## config.mk

```make
export PLATFORM = sky130hd
export DESIGN_NAME = mips150_lsu_flat
export DESIGN_NICKNAME = d
export VERILOG_FILES = /design/src/rtl/mips150_lsu_if.sv /design/src/rtl/mips150_lsu.sv /design/src/flat_wrapper.sv
export SDC_FILE = /design/constraint.sdc
export NUM_CORES = 1
export LEC_CHECK = 0
export BUFFER_PORTS_ARGS = -buffer_cell sky130_fd_sc_hd__buf_4
export CORE_AREA = 2 2 135 137
export DETAILED_ROUTE_END_ITERATION = 8
export DIE_AREA = 0 0 137 139
export HOLD_SLACK_MARGIN = 0.1
export PLACE_DENSITY = 0.79
export SYNTH_ARGS = -nofsm -noshare
export SYNTH_HDL_FRONTEND = slang
export SYNTH_SLANG_ARGS = --single-unit
```

## constraint.sdc

```tcl
create_clock -name clk -period 2.7 [get_ports clk]
set_clock_uncertainty 0.1 [all_clocks]
set_input_delay 0.405 -clock clk [delete_from_list [all_inputs] [get_ports clk]]
set_output_delay 0.405 -clock clk [all_outputs]
set_load 0.05 [all_outputs]
```

## src/rtl/mips150_lsu_if.sv

```systemverilog
// mips150_lsu_if: bundles the X-stage request, M-stage writeback/exceptions,
// DMEM/IMEM write ports and the IO bus of the MIPS150 load/store unit.
//   slave  : the LSU side (consumes x_*, memory read data and IO responses)
//   master : the pipeline/memory side (drives x_*, dmem_rdata, io_ready/rvalid/rdata)
interface mips150_lsu_if #(
  parameter int DMEM_AW = 12,
  parameter int IMEM_AW = 12
);
  // X stage request
  logic               x_valid;
  logic               x_store;
  logic [1:0]         x_size;
  logic               x_unsigned;
  logic [31:0]        x_addr;
  logic [31:0]        x_wdata;
  logic [4:0]         x_rd;
  logic               stall;
  // M stage result
  logic               m_wb_en;
  logic [4:0]         m_wb_reg;
  logic [31:0]        m_wb_data;
  logic               exc_misalign;
  logic               exc_buserr;
  // memories
  logic [3:0]         dmem_we;
  logic [DMEM_AW-1:0] dmem_addr;
  logic [31:0]        dmem_wdata;
  logic [31:0]        dmem_rdata;
  logic [3:0]         imem_we;
  logic [IMEM_AW-1:0] imem_addr;
  logic [31:0]        imem_wdata;
  // IO bus
  logic               io_valid;
  logic               io_we;
  logic [3:0]         io_be;
  logic [31:0]        io_addr;
  logic [31:0]        io_wdata;
  logic               io_ready;
  logic               io_rvalid;
  logic [31:0]        io_rdata;

  modport slave (
    input  x_valid, x_store, x_size, x_unsigned, x_addr, x_wdata, x_rd,
    input  dmem_rdata, io_ready, io_rvalid, io_rdata,
    output stall, m_wb_en, m_wb_reg, m_wb_data, exc_misalign, exc_buserr,
    output dmem_we, dmem_addr, dmem_wdata, imem_we, imem_addr, imem_wdata,
    output io_valid, io_we, io_be, io_addr, io_wdata
  );

  modport master (
    output x_valid, x_store, x_size, x_unsigned, x_addr, x_wdata, x_rd,
    output dmem_rdata, io_ready, io_rvalid, io_rdata,
    input  stall, m_wb_en, m_wb_reg, m_wb_data, exc_misalign, exc_buserr,
    input  dmem_we, dmem_addr, dmem_wdata, imem_we, imem_addr, imem_wdata,
    input  io_valid, io_we, io_be, io_addr, io_wdata
  );
endinterface

```

## src/rtl/mips150_lsu.sv

```systemverilog
// mips150_lsu: load/store unit for the MIPS150 pipeline.
//   X stage: region decode (DMEM/IMEM/IO by addr[31:28]), alignment and
//   legality checks, byte enables and replicated write data; DMEM/IMEM writes
//   are combinational in the accept cycle.
//   M stage: load data extraction/extension, writeback and exception pulses.
//   IO accesses run through a stalling IDLE->IO_REQ->(IO_RD)->IO_DONE
//   handshake with a cycle-count timeout that turns into a bus error.
// Ports: clk, rst (sync, active high), bus (mips150_lsu_if.slave).
module mips150_lsu #(
  parameter int       DMEM_AW    = 12,
  parameter int       IMEM_AW    = 12,
  parameter logic [3:0] DMEM_TAG = 4'h1,
  parameter logic [3:0] IMEM_TAG = 4'h2,
  parameter logic [3:0] IO_TAG   = 4'h8,
  parameter bit       BIG_ENDIAN = 1'b1,
  parameter int       TIMEOUT    = 16
) (
  input logic          clk,
  input logic          rst,
  mips150_lsu_if.slave bus
);
  localparam int CW = $clog2(TIMEOUT + 1);

  typedef enum logic [1:0] {IDLE, IO_REQ, IO_RD, IO_DONE} state_e;

  // Byte enables for a given size/offset.
  function automatic logic [3:0] lane_be(input logic [1:0] sz, input logic [1:0] o);
    case (sz)
      2'b00:   lane_be = BIG_ENDIAN ? (4'b1000 >> o) : (4'b0001 << o);
      2'b01:   lane_be = (o[1] ^ BIG_ENDIAN) ? 4'b1100 : 4'b0011;
      default: lane_be = 4'b1111;
    endcase
  endfunction

  // Pick the addressed byte/half out of a word and extend it.
  function automatic logic [31:0] extract(input logic [31:0] w, input logic [1:0] sz,
                                          input logic [1:0] o, input logic uns);
    logic [1:0]  lane;
    logic [7:0]  b;
    logic [15:0] h;
    lane = BIG_ENDIAN ? ~o : o;
    b    = w[{lane, 3'b000} +: 8];
    h    = (o[1] ^ BIG_ENDIAN) ? w[31:16] : w[15:0];
    case (sz)
      2'b00:   extract = {{24{~uns & b[7]}}, b};
      2'b01:   extract = {{16{~uns & h[15]}}, h};
      default: extract = w;
    endcase
  endfunction

  state_e         state_q, state_d;
  logic [CW-1:0]  cnt_q;

  // X-stage decode
  logic [1:0]  off;
  logic [3:0]  tag;
  logic        is_d, is_i, is_io, misalign, buserr, ok, accept, io_launch, do_write;
  logic [3:0]  be;
  logic [31:0] wrep;

  always_comb begin
    off      = bus.x_addr[1:0];
    tag      = bus.x_addr[31:28];
    is_d     = (tag == DMEM_TAG);
    is_i     = (tag == IMEM_TAG);
    is_io    = (tag == IO_TAG);
    misalign = ((bus.x_size == 2'b01) & off[0]) | ((bus.x_size == 2'b10) & (off != 2'b00));
    buserr   = ~misalign & ((bus.x_size == 2'b11) | ~(is_d | is_i | is_io) | (is_i & ~bus.x_store));
    ok       = ~misalign & ~buserr;
    // Only IDLE accepts: in IO_DONE the held instruction is the one just retired.
    accept    = bus.x_valid & (state_q == IDLE) & ~rst;
    io_launch = accept & ok & is_io;
    do_write  = accept & ok & bus.x_store;
    be        = lane_be(bus.x_size, off);
    case (bus.x_size)
      2'b00:   wrep = {4{bus.x_wdata[7:0]}};
      2'b01:   wrep = {2{bus.x_wdata[15:0]}};
      default: wrep = bus.x_wdata;
    endcase
  end

  assign bus.dmem_we    = (do_write & is_d) ? be : 4'b0000;
  assign bus.imem_we    = (do_write & is_i) ? be : 4'b0000;
  assign bus.dmem_addr  = bus.x_addr[DMEM_AW+1:2];
  assign bus.imem_addr  = bus.x_addr[IMEM_AW+1:2];
  assign bus.dmem_wdata = wrep;
  assign bus.imem_wdata = wrep;

  // IO request latches
  logic [31:0] io_addr_q, io_wdata_q, io_word_q;
  logic [3:0]  io_be_q;
  logic        io_we_q, io_uns_q, err_q;
  logic [1:0]  io_sz_q;
  logic [4:0]  io_rd_q;
  logic        cap, tmo, cnt_hit;

  // FSM: state register
  always_ff @(posedge clk) begin
    if (rst) state_q <= IDLE;
    else     state_q <= state_d;
  end

  // FSM: next state. A response in the same cycle as the last timeout
  // cycle wins over the timeout.
  always_comb begin
    state_d = state_q;
    cap     = 1'b0;
    tmo     = 1'b0;
    cnt_hit = (cnt_q == CW'(TIMEOUT - 1));
    case (state_q)
      IDLE:   if (io_launch) state_d = IO_REQ;
      IO_REQ: begin
        if (bus.io_ready) begin
          if (io_we_q)            state_d = IO_DONE;
          else if (bus.io_rvalid) begin state_d = IO_DONE; cap = 1'b1; end
          else                    state_d = IO_RD;
        end else if (cnt_hit) begin
          state_d = IO_DONE; tmo = 1'b1;
        end
      end
      IO_RD: begin
        if (bus.io_rvalid)  begin state_d = IO_DONE; cap = 1'b1; end
        else if (cnt_hit)   begin state_d = IO_DONE; tmo = 1'b1; end
      end
      default: state_d = IDLE;
    endcase
  end

  // FSM: outputs
  always_comb begin
    bus.stall    = ~rst & ((state_q == IO_REQ) | (state_q == IO_RD) | io_launch);
    bus.io_valid = (state_q == IO_REQ);
  end

  assign bus.io_we    = io_we_q;
  assign bus.io_be    = io_be_q;
  assign bus.io_addr  = io_addr_q;
  assign bus.io_wdata = io_wdata_q;

  // M-stage registers
  logic        m_ld_q, m_io_q, mis_q, bus_q, m_uns_q;
  logic [1:0]  m_sz_q, m_off_q;
  logic [4:0]  m_rd_q;

  always_ff @(posedge clk) begin
    if (rst) begin
      cnt_q <= '0;
      io_addr_q <= '0; io_wdata_q <= '0; io_word_q <= '0; io_be_q <= '0;
      io_we_q <= 1'b0; io_uns_q <= 1'b0; io_sz_q <= '0; io_rd_q <= '0; err_q <= 1'b0;
      m_ld_q <= 1'b0; m_io_q <= 1'b0; mis_q <= 1'b0; bus_q <= 1'b0;
      m_uns_q <= 1'b0; m_sz_q <= '0; m_off_q <= '0; m_rd_q <= '0;
    end else begin
      m_ld_q <= 1'b0;
      m_io_q <= 1'b0;
      mis_q  <= 1'b0;
      bus_q  <= 1'b0;
      if (io_launch) begin
        cnt_q      <= '0;
        err_q      <= 1'b0;
        io_addr_q  <= bus.x_addr;
        io_wdata_q <= wrep;
        io_be_q    <= be;
        io_we_q    <= bus.x_store;
        io_sz_q    <= bus.x_size;
        io_uns_q   <= bus.x_unsigned;
        io_rd_q    <= bus.x_rd;
      end else if (state_q == IO_REQ || state_q == IO_RD) begin
        cnt_q <= cnt_q + CW'(1);
      end
      if (cap) io_word_q <= bus.io_rdata;
      if (tmo) err_q     <= 1'b1;
      if (accept) begin
        mis_q <= misalign;
        bus_q <= buserr;
        if (ok & is_d & ~bus.x_store) begin
          m_ld_q  <= 1'b1;
          m_rd_q  <= bus.x_rd;
          m_sz_q  <= bus.x_size;
          m_off_q <= off;
          m_uns_q <= bus.x_unsigned;
        end
      end
      // IO completion reports in the cycle after IO_DONE.
      if (state_q == IO_DONE) begin
        bus_q <= err_q;
        if (~err_q & ~io_we_q) begin
          m_io_q  <= 1'b1;
          m_rd_q  <= io_rd_q;
          m_sz_q  <= io_sz_q;
          m_off_q <= io_addr_q[1:0];
          m_uns_q <= io_uns_q;
        end
      end
    end
  end

  logic wb_en;
  assign wb_en            = (m_ld_q | m_io_q) & (m_rd_q != 5'd0);
  assign bus.m_wb_en      = wb_en;
  assign bus.m_wb_reg     = wb_en ? m_rd_q : 5'd0;
  assign bus.m_wb_data    = wb_en ? extract(m_io_q ? io_word_q : bus.dmem_rdata,
                                            m_sz_q, m_off_q, m_uns_q) : 32'd0;
  assign bus.exc_misalign = mis_q;
  assign bus.exc_buserr   = bus_q;
endmodule
```

## src/flat_wrapper.sv

```systemverilog
// flat-port wrapper written by rule: the top's interface ports become plain ports
module mips150_lsu_flat 
#(
  parameter int       DMEM_AW    = 12,
  parameter int       IMEM_AW    = 12,
  parameter logic [3:0] DMEM_TAG = 4'h1,
  parameter logic [3:0] IMEM_TAG = 4'h2,
  parameter logic [3:0] IO_TAG   = 4'h8,
  parameter bit       BIG_ENDIAN = 1'b1,
  parameter int       TIMEOUT    = 16
)
  (clk, rst, bus_x_valid, bus_x_store, bus_x_size, bus_x_unsigned, bus_x_addr, bus_x_wdata, bus_x_rd, bus_dmem_rdata, bus_io_ready, bus_io_rvalid, bus_io_rdata, bus_stall, bus_m_wb_en, bus_m_wb_reg, bus_m_wb_data, bus_exc_misalign, bus_exc_buserr, bus_dmem_we, bus_dmem_addr, bus_dmem_wdata, bus_imem_we, bus_imem_addr, bus_imem_wdata, bus_io_valid, bus_io_we, bus_io_be, bus_io_addr, bus_io_wdata);
  mips150_lsu_if #(.DMEM_AW(DMEM_AW), .IMEM_AW(IMEM_AW)) bus_i ();
  input logic clk;
  input logic rst;
  input wire logic [$bits(bus_i.x_valid)-1:0] bus_x_valid;
  input wire logic [$bits(bus_i.x_store)-1:0] bus_x_store;
  input wire logic [$bits(bus_i.x_size)-1:0] bus_x_size;
  input wire logic [$bits(bus_i.x_unsigned)-1:0] bus_x_unsigned;
  input wire logic [$bits(bus_i.x_addr)-1:0] bus_x_addr;
  input wire logic [$bits(bus_i.x_wdata)-1:0] bus_x_wdata;
  input wire logic [$bits(bus_i.x_rd)-1:0] bus_x_rd;
  input wire logic [$bits(bus_i.dmem_rdata)-1:0] bus_dmem_rdata;
  input wire logic [$bits(bus_i.io_ready)-1:0] bus_io_ready;
  input wire logic [$bits(bus_i.io_rvalid)-1:0] bus_io_rvalid;
  input wire logic [$bits(bus_i.io_rdata)-1:0] bus_io_rdata;
  output wire logic [$bits(bus_i.stall)-1:0] bus_stall;
  output wire logic [$bits(bus_i.m_wb_en)-1:0] bus_m_wb_en;
  output wire logic [$bits(bus_i.m_wb_reg)-1:0] bus_m_wb_reg;
  output wire logic [$bits(bus_i.m_wb_data)-1:0] bus_m_wb_data;
  output wire logic [$bits(bus_i.exc_misalign)-1:0] bus_exc_misalign;
  output wire logic [$bits(bus_i.exc_buserr)-1:0] bus_exc_buserr;
  output wire logic [$bits(bus_i.dmem_we)-1:0] bus_dmem_we;
  output wire logic [$bits(bus_i.dmem_addr)-1:0] bus_dmem_addr;
  output wire logic [$bits(bus_i.dmem_wdata)-1:0] bus_dmem_wdata;
  output wire logic [$bits(bus_i.imem_we)-1:0] bus_imem_we;
  output wire logic [$bits(bus_i.imem_addr)-1:0] bus_imem_addr;
  output wire logic [$bits(bus_i.imem_wdata)-1:0] bus_imem_wdata;
  output wire logic [$bits(bus_i.io_valid)-1:0] bus_io_valid;
  output wire logic [$bits(bus_i.io_we)-1:0] bus_io_we;
  output wire logic [$bits(bus_i.io_be)-1:0] bus_io_be;
  output wire logic [$bits(bus_i.io_addr)-1:0] bus_io_addr;
  output wire logic [$bits(bus_i.io_wdata)-1:0] bus_io_wdata;
  assign bus_i.x_valid = bus_x_valid;
  assign bus_i.x_store = bus_x_store;
  assign bus_i.x_size = bus_x_size;
  assign bus_i.x_unsigned = bus_x_unsigned;
  assign bus_i.x_addr = bus_x_addr;
  assign bus_i.x_wdata = bus_x_wdata;
  assign bus_i.x_rd = bus_x_rd;
  assign bus_i.dmem_rdata = bus_dmem_rdata;
  assign bus_i.io_ready = bus_io_ready;
  assign bus_i.io_rvalid = bus_io_rvalid;
  assign bus_i.io_rdata = bus_io_rdata;
  assign bus_stall = bus_i.stall;
  assign bus_m_wb_en = bus_i.m_wb_en;
  assign bus_m_wb_reg = bus_i.m_wb_reg;
  assign bus_m_wb_data = bus_i.m_wb_data;
  assign bus_exc_misalign = bus_i.exc_misalign;
  assign bus_exc_buserr = bus_i.exc_buserr;
  assign bus_dmem_we = bus_i.dmem_we;
  assign bus_dmem_addr = bus_i.dmem_addr;
  assign bus_dmem_wdata = bus_i.dmem_wdata;
  assign bus_imem_we = bus_i.imem_we;
  assign bus_imem_addr = bus_i.imem_addr;
  assign bus_imem_wdata = bus_i.imem_wdata;
  assign bus_io_valid = bus_i.io_valid;
  assign bus_io_we = bus_i.io_we;
  assign bus_io_be = bus_i.io_be;
  assign bus_io_addr = bus_i.io_addr;
  assign bus_io_wdata = bus_i.io_wdata;
  mips150_lsu #(.DMEM_AW(DMEM_AW), .IMEM_AW(IMEM_AW), .DMEM_TAG(DMEM_TAG), .IMEM_TAG(IMEM_TAG), .IO_TAG(IO_TAG), .BIG_ENDIAN(BIG_ENDIAN), .TIMEOUT(TIMEOUT)) u_core (.clk(clk), .rst(rst), .bus(bus_i));
endmodule
```

==> reports/qor.yml, run 1 <==
layout:
  fin_nets: 1317
  fin_area_um2: 10600
  final_core_util_pct: 60.2
  drive_gt1_share_pct: 43.8
  fill_cells: 1547
  area_growth_pct: 46.7
clock_network:
  cts.sinks: 131
  clockBufferDepth: 2
  numCtsBuffers: 17
  clk-insertion-delay-late_ns: 0.41
  cts_root_buf: "clkbuf_16"
  cts_hold_buf: 0
  path_clk_slew_ns: 0.06
  htreeDepth: 4
  cts_tree: "yes"
pwr:
  p_seq_share_pct: 35.1
  internal_power_uw: 3910
  power.density_nw_per_um2: 535
  vdd_drop_max_uv: 437
  leakagePower_uw: 0.00440
  p_switching_uw: 1780
  clock_power_share_pct: 42.2
  power_frac_comb_pct: 22.7
  netSwitchingFraction_pct: 31.3
synthesis:
  synth_seq_cells: 131
  ys.flop_type: "dfxtp_1"
  synth_most_common_cell: "dfxtp_1"
  synth_compound_area_share_pct: 21.5
  yosys-top-cells-area: "dfxtp_1 36%, a21oi_1 8.5%, buf_4 7.0%"
  syn_inst: 904
  synth_top_family_by_area: "compound AO/OA/AOI/OAI gates"
  synth.avg_cell_area_um2: 8.02
  synth.largest_area_cell: "dfxtp_1"
  synth-simple-area-share_pct: 18.0
  yosysTopAreaCellShare_pct: 36.2
  yosys_warnings: 0
  yosysUniqueCellTypes: 53
  synth_edf_count: 0
  muxShareOfSynthArea_pct: 10.7
  synth-async-reset-ratio_pct: 0
  netlist_area_um2: 7250
  synthAdderAreaFrac_pct: 1.21
  synth_xor_area_share_pct: 0.483
  synth_nets: 1053
  synthTopCellsByCount: "131 x dfxtp_1, 123 x a21oi_1, 104 x nand2_1"
  ys_seq_area_share_pct: 36.2
outcome:
  violations: "negative setup slack"
  status: "finished with violations"
critical_path:
  crit_path_frequent_cell: "buf_6"
  end_kind: "output port"
  max_stage_delay_ns: 0.56
  crit_path_max_fanout: 8
  slowest_stage: "mux4_2"
  path_class: "flip-flop to output port"
  critPathArrivalTime_ns: 2.25
  crit_chain: "mux4_2 -> buf_6 -> mux2i_4 -> or4_4 -> o21ai_2 -> buf_6"
  cp-start-kind: "flip-flop"
  crit_required_ns: 2.19
routing:
  vias_per_cell: 5.68
  drtPass1Iterations: 5
  wl_per_cell_um: 20.1
  drtAntennaViolNets: 0
  drc: 0
  drtIter0Drc: 476
  wirelength_um: 28400
  route.vias.total: 8017
grt:
  gr-usage-all-layers_pct: 28.4
  antenna_found_initial: 1
  grt_pass1_vias: 7562
  grt_pass1_wl_um: 41900
  grt_max_degree: 74
  grt_overflow: 0
sta:
  fin_setup_tns_ns: -0.468
  period_share_pct: 102
  slew_headroom_pct: 46.2
  worst_slew_pin_slew_ns: 0.807
  timing.fmax_ghz: 0.364
  setup_violations: 15
  fin_crit_ns: 2.75
  finalMaxSlewViolations: 0
  finalHoldViolations: 0
  rsz0062_at_grt: "yes"
  fin_ws_ns: -0.0506
floorplan:
  start_util_pct: 41.1
  coreArea_um2: 17700
  design.die.area_um2: 19000
  die_w_um: 137
  die_h_um: 139
  row_count: 49
  io_pins: 349
placed_design:
  io_buffer_count: 348
  gp_congestion: 1.03
  dpl_cell_area_um2: 9670
  place_hpwl_um: 20400
hold_path:
  min_path_type: "input pin to flip-flop"
flow_run:
  maxCapViolations: 0
state kept, by name, indices dropped and copies added (netlist names), 4 cells and up:
name / flops
u_core.cnt_q: 5
u_core.bus.io_addr: 32
u_core.m_rd_q: 5
u_core.bus.io_wdata: 32
u_core.io_word_q: 32
u_core.io_rd_q: 5
u_core.bus.io_be: 4
final timing paths:
check | start | to | slack, ns | cells after the start
worst max-delay path | u_core.m_off_q[1] | bus_m_wb_data[27] | -0.05 | 6
worst min register to register | u_core.io_word_q[3] | u_core.io_word_q[3] | 0.36 | 2
worst min-delay path | bus_io_rdata[14] | u_core.io_word_q[14] | 0.14 | 3
worst max register to register | u_core.state_q[1] | u_core.bus.io_addr[24] | 0.31 | 8
repair_timing:
action                                  in CTS  in global routing
buffers inserted                             4                  1
cloned                                       1                  0
resized for setup                           48                 39
pin swaps                                    6                  6
endpoints found under the hold margin        0                  0
endpoints found under the setup margin      32                 42
cells in the final DEF (no fill, tap or decap), drive strengths merged, types with 20 or more instances in the layout:
| master | n |
|---|---|
| nand2 | 104 |
| o211ai | 21 |
| a21oi | 124 |
| buf | 389 |
| nor2 | 40 |
| nand3 | 55 |
| mux2i | 29 |
| clkbuf | 20 |
| o21ai | 80 |
| nor3 | 45 |
| dfxtp | 131 |
| mux2 | 25 |
routing by layer:
metal | vias up | track usage [%] | share of wire, %
li1 | 3673 | - | -
met1 | 3733 | 31.3 | 35
met2 | 508 | 48.2 | 50
met3 | 103 | 7.13 | 9.2
met4 | 0 | 17.9 | 5.4
met5 | - | 0 | 0
power groups by stage:
stage               clock network [µW]  registers, µW  logic (µW)
global placement                     0           2030        1240
floorplan                            0           2060         826
global route                      2520           2000        1350
finish                            2400           2000        1290
detailed placement                   0           2040        1250
CTS                               2440           1990        1270
logic make-up after synthesis:
family / count (synthesis)
AND/OR/NAND/NOR: 282
AO/OA/AOI/OAI: 263
buffers and inverters: 154
flip-flops: 131
multiplexers: 63
adder cells (fa/ha/maj): 7
XOR/XNOR: 4
critical path, delay by kind of cell, from the launching register on:
kind            cells  cell delay (ns)
compound gates      1             0.11
buf+inv             2             0.32
flops               1             0.38
mux                 2             0.73
simple gates        1             0.30
per-stage QoR:
step | total power (µW) | std cells | worst slack (ns) | hold WS, ns
global placement | 3280 | 1372 | 0.133 | 0.333
global route | 5870 | 1411 | -0.107 | 0.127
finish | 5690 | 1411 | -0.0506 | 0.138
CTS | 5700 | 1409 | -0.0898 | 0.116
detailed placement | 3290 | 1372 | 0.101 | 0.338
floorplan | 2880 | 904 | -0.568 | 0.328
layout make-up:
cell class	instances	area (µm²)	share of cell area, %
multi-input cells	620	4030	37.9
clock buffers	20	457	4.29
inverters	9	33.8	0.318
repair buffers	389	3040	28.6
flip-flops and latches	131	2630	24.7
well taps	229	287	2.69
diodes	1	2.50	0.0235
clock inverters	12	155	1.46
No activity file was read; power rests on OpenSTA's default activity.
==> run 2: changes to the inputs <==
--- a/config.mk
+++ b/config.mk
@@ -6,11 +6,13 @@
 export NUM_CORES = 1
 export LEC_CHECK = 0
 export BUFFER_PORTS_ARGS = -buffer_cell sky130_fd_sc_hd__buf_4
-export CORE_AREA = 2 2 135 137
+export CELL_PAD_IN_SITES_DETAIL_PLACEMENT = 1
+export CELL_PAD_IN_SITES_GLOBAL_PLACEMENT = 2
+export CORE_AREA = 2 2 174 176
 export DETAILED_ROUTE_END_ITERATION = 8
-export DIE_AREA = 0 0 137 139
+export DIE_AREA = 0 0 176 178
 export HOLD_SLACK_MARGIN = 0.1
-export PLACE_DENSITY = 0.79
+export PLACE_DENSITY = 0.86
 export SYNTH_ARGS = -nofsm -noshare
 export SYNTH_HDL_FRONTEND = slang
 export SYNTH_SLANG_ARGS = --single-unit
==> reports/qor.yml, run 2 (same netlist as run 1, synthesis figures left out) <==
grt:
  gr-usage-all-layers_pct: 19.7
  grt_max_degree: 124
  grt_pass1_wl_um: 47400
  grt_pass1_vias: 8007
  antenna_found_initial: 0
  grt_overflow: 0
pwr:
  power.density_nw_per_um2: 533
  leakagePower_uw: 0.00438
  vdd_drop_max_uv: 295
  power.total_uw: 5830
critical_path:
  end_kind: "output port"
  critPathArrivalTime_ns: 2.24
  path_class: "flip-flop to output port"
  crit_required_ns: 2.19
  cp-start-kind: "flip-flop"
  crit_path_max_fanout: 7
layout:
  final_core_util_pct: 37.2
  final_common_cell: "buf_4"
  layout.cells.non_filler: 1572
  fin_nets: 1320
  seq_area_um2: 2640
  area_growth_pct: 51.0
  multi_input_area_um2: 4060
  fin_area_um2: 10900
  num_antenna_cells: 0
  fill_cells: 3523
  final_cell_mix: "356 x buf_4, 125 x dfxtp_1, 122 x a21oi_1"
  drive_gt1_share_pct: 43.3
sta:
  fin_ws_ns: -0.0424
  timing.fmax_ghz: 0.365
  worst_slew_pin_slew_ns: 0.769
  finalMaxSlewViolations: 0
  fin_crit_ns: 2.74
  slew_headroom_pct: 48.8
  finalHoldViolations: 0
  period_share_pct: 102
  setup_violations: 9
  rsz0062_at_grt: "yes"
placed_design:
  post-place-cells: 1529
  dpl_cell_area_um2: 9850
  place_hpwl_um: 23500
  gp_congestion: 0.905
  io_buffer_count: 348
clock_network:
  cts.sinks: 131
  cts_tree: "yes"
  numCtsBuffers: 17
  clockBufferDepth: 2
  htreeDepth: 4
  clk-insertion-delay-late_ns: 0.41
  cts_hold_buf: 0
  path_clk_slew_ns: 0.07
  cts_root_buf: "clkbuf_16"
floorplan:
  io_pins: 349
  design.die.area_um2: 31300
  row_count: 63
  start_util_pct: 24.7
  die_h_um: 178
  die_w_um: 176
  coreArea_um2: 29400
outcome:
  status: "finished with violations"
  violations: "negative setup slack"
routing:
  drtAntennaViolNets: 0
  drtPass1Iterations: 6
  drtIter0Drc: 354
  wl_per_cell_um: 20.5
  route.vias.total: 7825
  drc: 0
  wirelength_um: 32200
  vias_per_cell: 4.98
flow_run:
  maxCapViolations: 0
hold_path:
  min_path_type: "input pin to flip-flop"
[run 2: cell count changes in the layout (fill, tap and decap cells not counted), moves of 3 or more]
cell	delta
a2111oi_2	-5
buf_4	-8
clkinvlp_4	+3
mux2i_1	+3
o21ai_4	-4
a2111oi_4	+5
o21ai_2	-9
buf_6	+8
clkinv_2	-3
o21ai_1	+14
[run 2: cell type report]
class / count / share of cell area, %
Clock inverter: 12 / 1.68
Timing Repair Buffer: 392 / 28.4
Clock buffer: 18 / 3.92
Inverter: 9 / 0.354
Multi-Input combinational cell: 620 / 37.1
Tap cell: 390 / 4.46
Sequential cell: 131 / 24.1
[run 2: power by group]
part / leakage, µW / internal (µW) / switching [µW]
Clock: 0.000281 / 1540 / 947
Sequential: 0.00106 / 1970 / 30.1
Combinational: 0.00304 / 469 / 880
[run 2: critical path, cell delays in order, from the launching register on]
cell and delay, ns:
dfxtp_4 0.39, mux4_2 0.53, mux2_4 0.31, a21oi_4 0.15, buf_12 0.17, a2111oi_2 0.08
buf_4 0.20
[run 2: path summary, 6_finish.rpt]
kind                            depth (start not counted)                   end  slack (ns)              start
worst max-delay path                                    6     bus_m_wb_data[13]       -0.04  u_core.m_off_q[1]
worst min-delay path                                    3  u_core.io_word_q[28]        0.13   bus_io_rdata[28]
worst max register to register                          9   u_core.bus.io_be[1]        0.44  u_core.state_q[1]
worst min register to register                          2      u_core.m_sz_q[0]        0.35  u_core.io_sz_q[0]
[run 2: timing repair]
item                                    4_1_cts  5_1_grt
resized for setup                            20       83
cloned                                        1        1
pin swaps                                     6       11
endpoints found under the hold margin         0        0
buffers inserted                              7        4
endpoints found under the setup margin       36       41
[run 2: through the flow]
| step | hold slack [ns] | setup TNS, ns | setup WS [ns] |
|---|---|---|---|
| CTS | 0.108 | -0.343 | -0.0556 |
| detailed placement | 0.344 | 0 | 0.215 |
| floorplan | 0.328 | -1.18 | -0.568 |
| global route | 0.116 | -1.68 | -0.103 |
| finish | 0.131 | -0.113 | -0.0424 |
| global placement | 0.337 | 0 | 0.254 |
[run 2: per-layer routing]
layer  up-vias  wire length [µm]  track usage, %
li1       3674                 -               -
met1      3818             13400            23.3
met2       302             15800            35.2
met3        31              2320            5.26
met4         0               581            5.54
met5         -                 0               0
==> run 3: changes to the inputs <==
--- a/config.mk
+++ b/config.mk
@@ -5,12 +5,13 @@
 export SDC_FILE = /design/constraint.sdc
 export NUM_CORES = 1
 export LEC_CHECK = 0
+export ABC_AREA = 1
 export BUFFER_PORTS_ARGS = -buffer_cell sky130_fd_sc_hd__buf_4
 export CELL_PAD_IN_SITES_DETAIL_PLACEMENT = 1
 export CELL_PAD_IN_SITES_GLOBAL_PLACEMENT = 2
-export CORE_AREA = 2 2 174 176
+export CORE_AREA = 2 2 179 181
 export DETAILED_ROUTE_END_ITERATION = 8
-export DIE_AREA = 0 0 176 178
+export DIE_AREA = 0 0 181 183
 export HOLD_SLACK_MARGIN = 0.1
 export PLACE_DENSITY = 0.86
 export SYNTH_ARGS = -nofsm -noshare
==> reports/qor.yml, run 3 <==
outcome:
  status: "completed"
layout:
  fin_area_um2: 10500
  fill_cells: 4009
  area_growth_pct: 48.0
  final_common_cell: "buf_4"
  final_cell_mix: "341 x buf_4, 319 x nor2_1, 161 x nand2_1"
  drive_gt1_share_pct: 32.6
  final_core_util_pct: 33.7
  fin_nets: 1524
floorplan:
  die_w_um: 181
  design.die.area_um2: 33100
  io_pins: 349
  coreArea_um2: 31200
  die_h_um: 183
  start_util_pct: 22.8
  row_count: 65
routing:
  drtAntennaViolNets: 0
  vias_per_cell: 4.38
  drc: 0
  drtIter0Drc: 254
  wirelength_um: 29400
  drtPass1Iterations: 4
  route.vias.total: 7847
  wl_per_cell_um: 16.4
sta:
  finalHoldViolations: 0
  setup_violations: 0
  worst_slew_pin_slew_ns: 0.628
  rsz0062_at_grt: "yes"
  fin_crit_ns: 2.60
  holdWs_ns: 0.123
  slew_headroom_pct: 58.1
  timing.fmax_ghz: 0.385
  period_share_pct: 96.2
  fin_ws_ns: 0.101
  finalMaxSlewViolations: 0
critical_path:
  slowest_stage: "dfxtp_4"
  crit_required_ns: 2.19
  critPathArrivalTime_ns: 2.09
  crit_path_max_fanout: 8
  end_kind: "output port"
  crit_chain: "inv_2 -> nand2_1 -> nand2_1 -> nand2_1 -> nand2_1 -> nand2_1 -> nand2_1 -> nand2_1 -> nand3_2 -> nand2_4 -> nor2_1 -> buf_6"
  cpLargestDelayFamily: "simple AND/OR/NAND/NOR gates"
  crit_path_frequent_cell: "nand2_1"
  cp-start-kind: "flip-flop"
  max_stage_delay_ns: 0.38
  critPathBufInv: 2
  path_class: "flip-flop to output port"
synthesis:
  yosysTopAreaCellShare_pct: 36.9
  synth.largest_area_cell: "dfxtp_1"
  synth.avg_cell_area_um2: 6.47
  syn_inst: 1099
  yosysUniqueCellTypes: 32
  ys.flop_type: "dfxtp_1"
  synth_edf_count: 0
  ys_seq_area_share_pct: 36.9
  yosys_warnings: 0
  synthTopCellsByCount: "336 x nor2_1, 162 x nand2_1, 131 x dfxtp_1"
  synth_seq_cells: 131
  yosys-top-cells-area: "dfxtp_1 37%, nor2_1 18%, nand2_1 8.6%"
  synth_most_common_cell: "nor2_1"
  netlist_area_um2: 7110
  synth_nets: 1248
  synth-async-reset-ratio_pct: 0
placed_design:
  place_hpwl_um: 22300
  gp_congestion: 0.857
  post-place-ws_ns: 0.254
  io_buffer_count: 348
  dpl_cell_area_um2: 9590
pwr:
  internal_power_uw: 4110
  power_frac_comb_pct: 29.4
  power.total_uw: 6440
  power.density_nw_per_um2: 612
  vdd_drop_max_uv: 359
  p_seq_share_pct: 33.7
  clock_power_share_pct: 36.9
  leakagePower_uw: 0.00515
  p_switching_uw: 2330
  netSwitchingFraction_pct: 36.2
clock_network:
  cts.sinks: 131
  htreeDepth: 4
  cts_root_buf: "clkbuf_16"
  clk-insertion-delay-late_ns: 0.42
  cts_tree: "yes"
  numCtsBuffers: 17
  clockBufferDepth: 2
  path_clk_slew_ns: 0.06
grt:
  gr-usage-all-layers_pct: 17.3
  grt_pass1_vias: 8143
  grt_overflow: 0
  grt_pass1_wl_um: 44900
  grt_max_degree: 57
  antenna_found_initial: 1
hold_path:
  min_path_type: "input pin to flip-flop"
flow_run:
  maxCapViolations: 0
## run 3: changes by cell type in the layout (fill, tap and decap cells not counted), sizes merged, moves of 25 or more
cell	before	now
a21oi	124	32
inv	10	104
mux2	25	0
nand2	104	167
nand3	55	25
nor2	40	340
nor3	45	3
o21ai	80	135
## run 3: metal layers
layer / up-vias / wire length, µm / track usage [%]
met2: 249 / 15200 / 31.9
met5: - / 0 / 0
li1: 3930 / - / -
met1: 3648 / 11800 / 19.4
met4: 0 / 439 / 4.72
met3: 20 / 1880 / 5.02
## run 3: cell families (layout without fill, tap and decap cells)
family | Yosys count | in the layout | share of synthesized area, %
other cells | 0 | 1 | 0
fa+ha+maj | 7 | 7 | 1.23
simple gates | 547 | 548 | 30.6
mux | 7 | 7 | 0.986
buf+inv | 223 | 511 | 16.9
xor+xnor | 2 | 2 | 0.246
compound gates | 182 | 182 | 13.2
flops | 131 | 131 | 36.9
## run 3: power groups by stage
stage	sequential (µW)	clock [µW]	combinational, µW
6_report	2170	2380	1890
3_5_place_dp	2210	0	1830
3_3_place_gp	2200	0	1810
2_1_floorplan	2200	0	1250
5_1_grt	2190	2540	2070
4_1_cts	2170	2450	1860
## run 3: cell type report
class / instances / area (µm²) / share of cell area (%)
Inverter: 100 / 380 / 3.62
Sequential cell: 131 / 2630 / 25.0
Clock buffer: 18 / 439 / 4.18
Tap cell: 402 / 503 / 4.78
Clock inverter: 14 / 150 / 1.43
Multi-Input combinational cell: 746 / 3420 / 32.5
Timing Repair Buffer: 379 / 3000 / 28.5
Antenna cell: 1 / 2.50 / 0.0238
## run 3: per-stage QoR
stage | setup TNS [ns] | cells
2_1_floorplan | -0.806 | 1099
3_3_place_gp | 0 | 1748
3_5_place_dp | 0 | 1748
4_1_cts | 0 | 1789
5_1_grt | -0.847 | 1791
6_report | 0 | 1791
## run 3: final timing paths
kind / endpoint / slack [ns] / start / depth (start not counted)
max: bus_m_wb_data[21] / 0.10 / u_core.m_io_q / 12
max reg2reg: u_core.bus.io_addr[17] / 0.65 / u_core.state_q[1] / 9
min reg2reg: u_core.bus.io_addr[28] / 0.34 / u_core.bus.io_addr[28] / 2
min: u_core.bus.io_addr[20] / 0.12 / bus_x_addr[20] / 3
## run 3: worst reg2reg max path, cell delays in order (launching register included)
cell	delay (ns)
dfxtp_1	0.36
inv_2	0.09
ha_2	0.20
nand3_2	0.11
nor2_4	0.14
buf_6	0.16
nand3_2	0.13
buf_4	0.30
o21ai_1	0.30
nor2_1	0.06
## run 3: what timing repair did
action	in CTS	in global routing
pin swaps	1	4
endpoints found under the hold margin	9	0
gates cloned	0	1
setup buffers	0	0
gates resized for setup	9	68
setup endpoints to repair	33	39
hold buffers	9	0
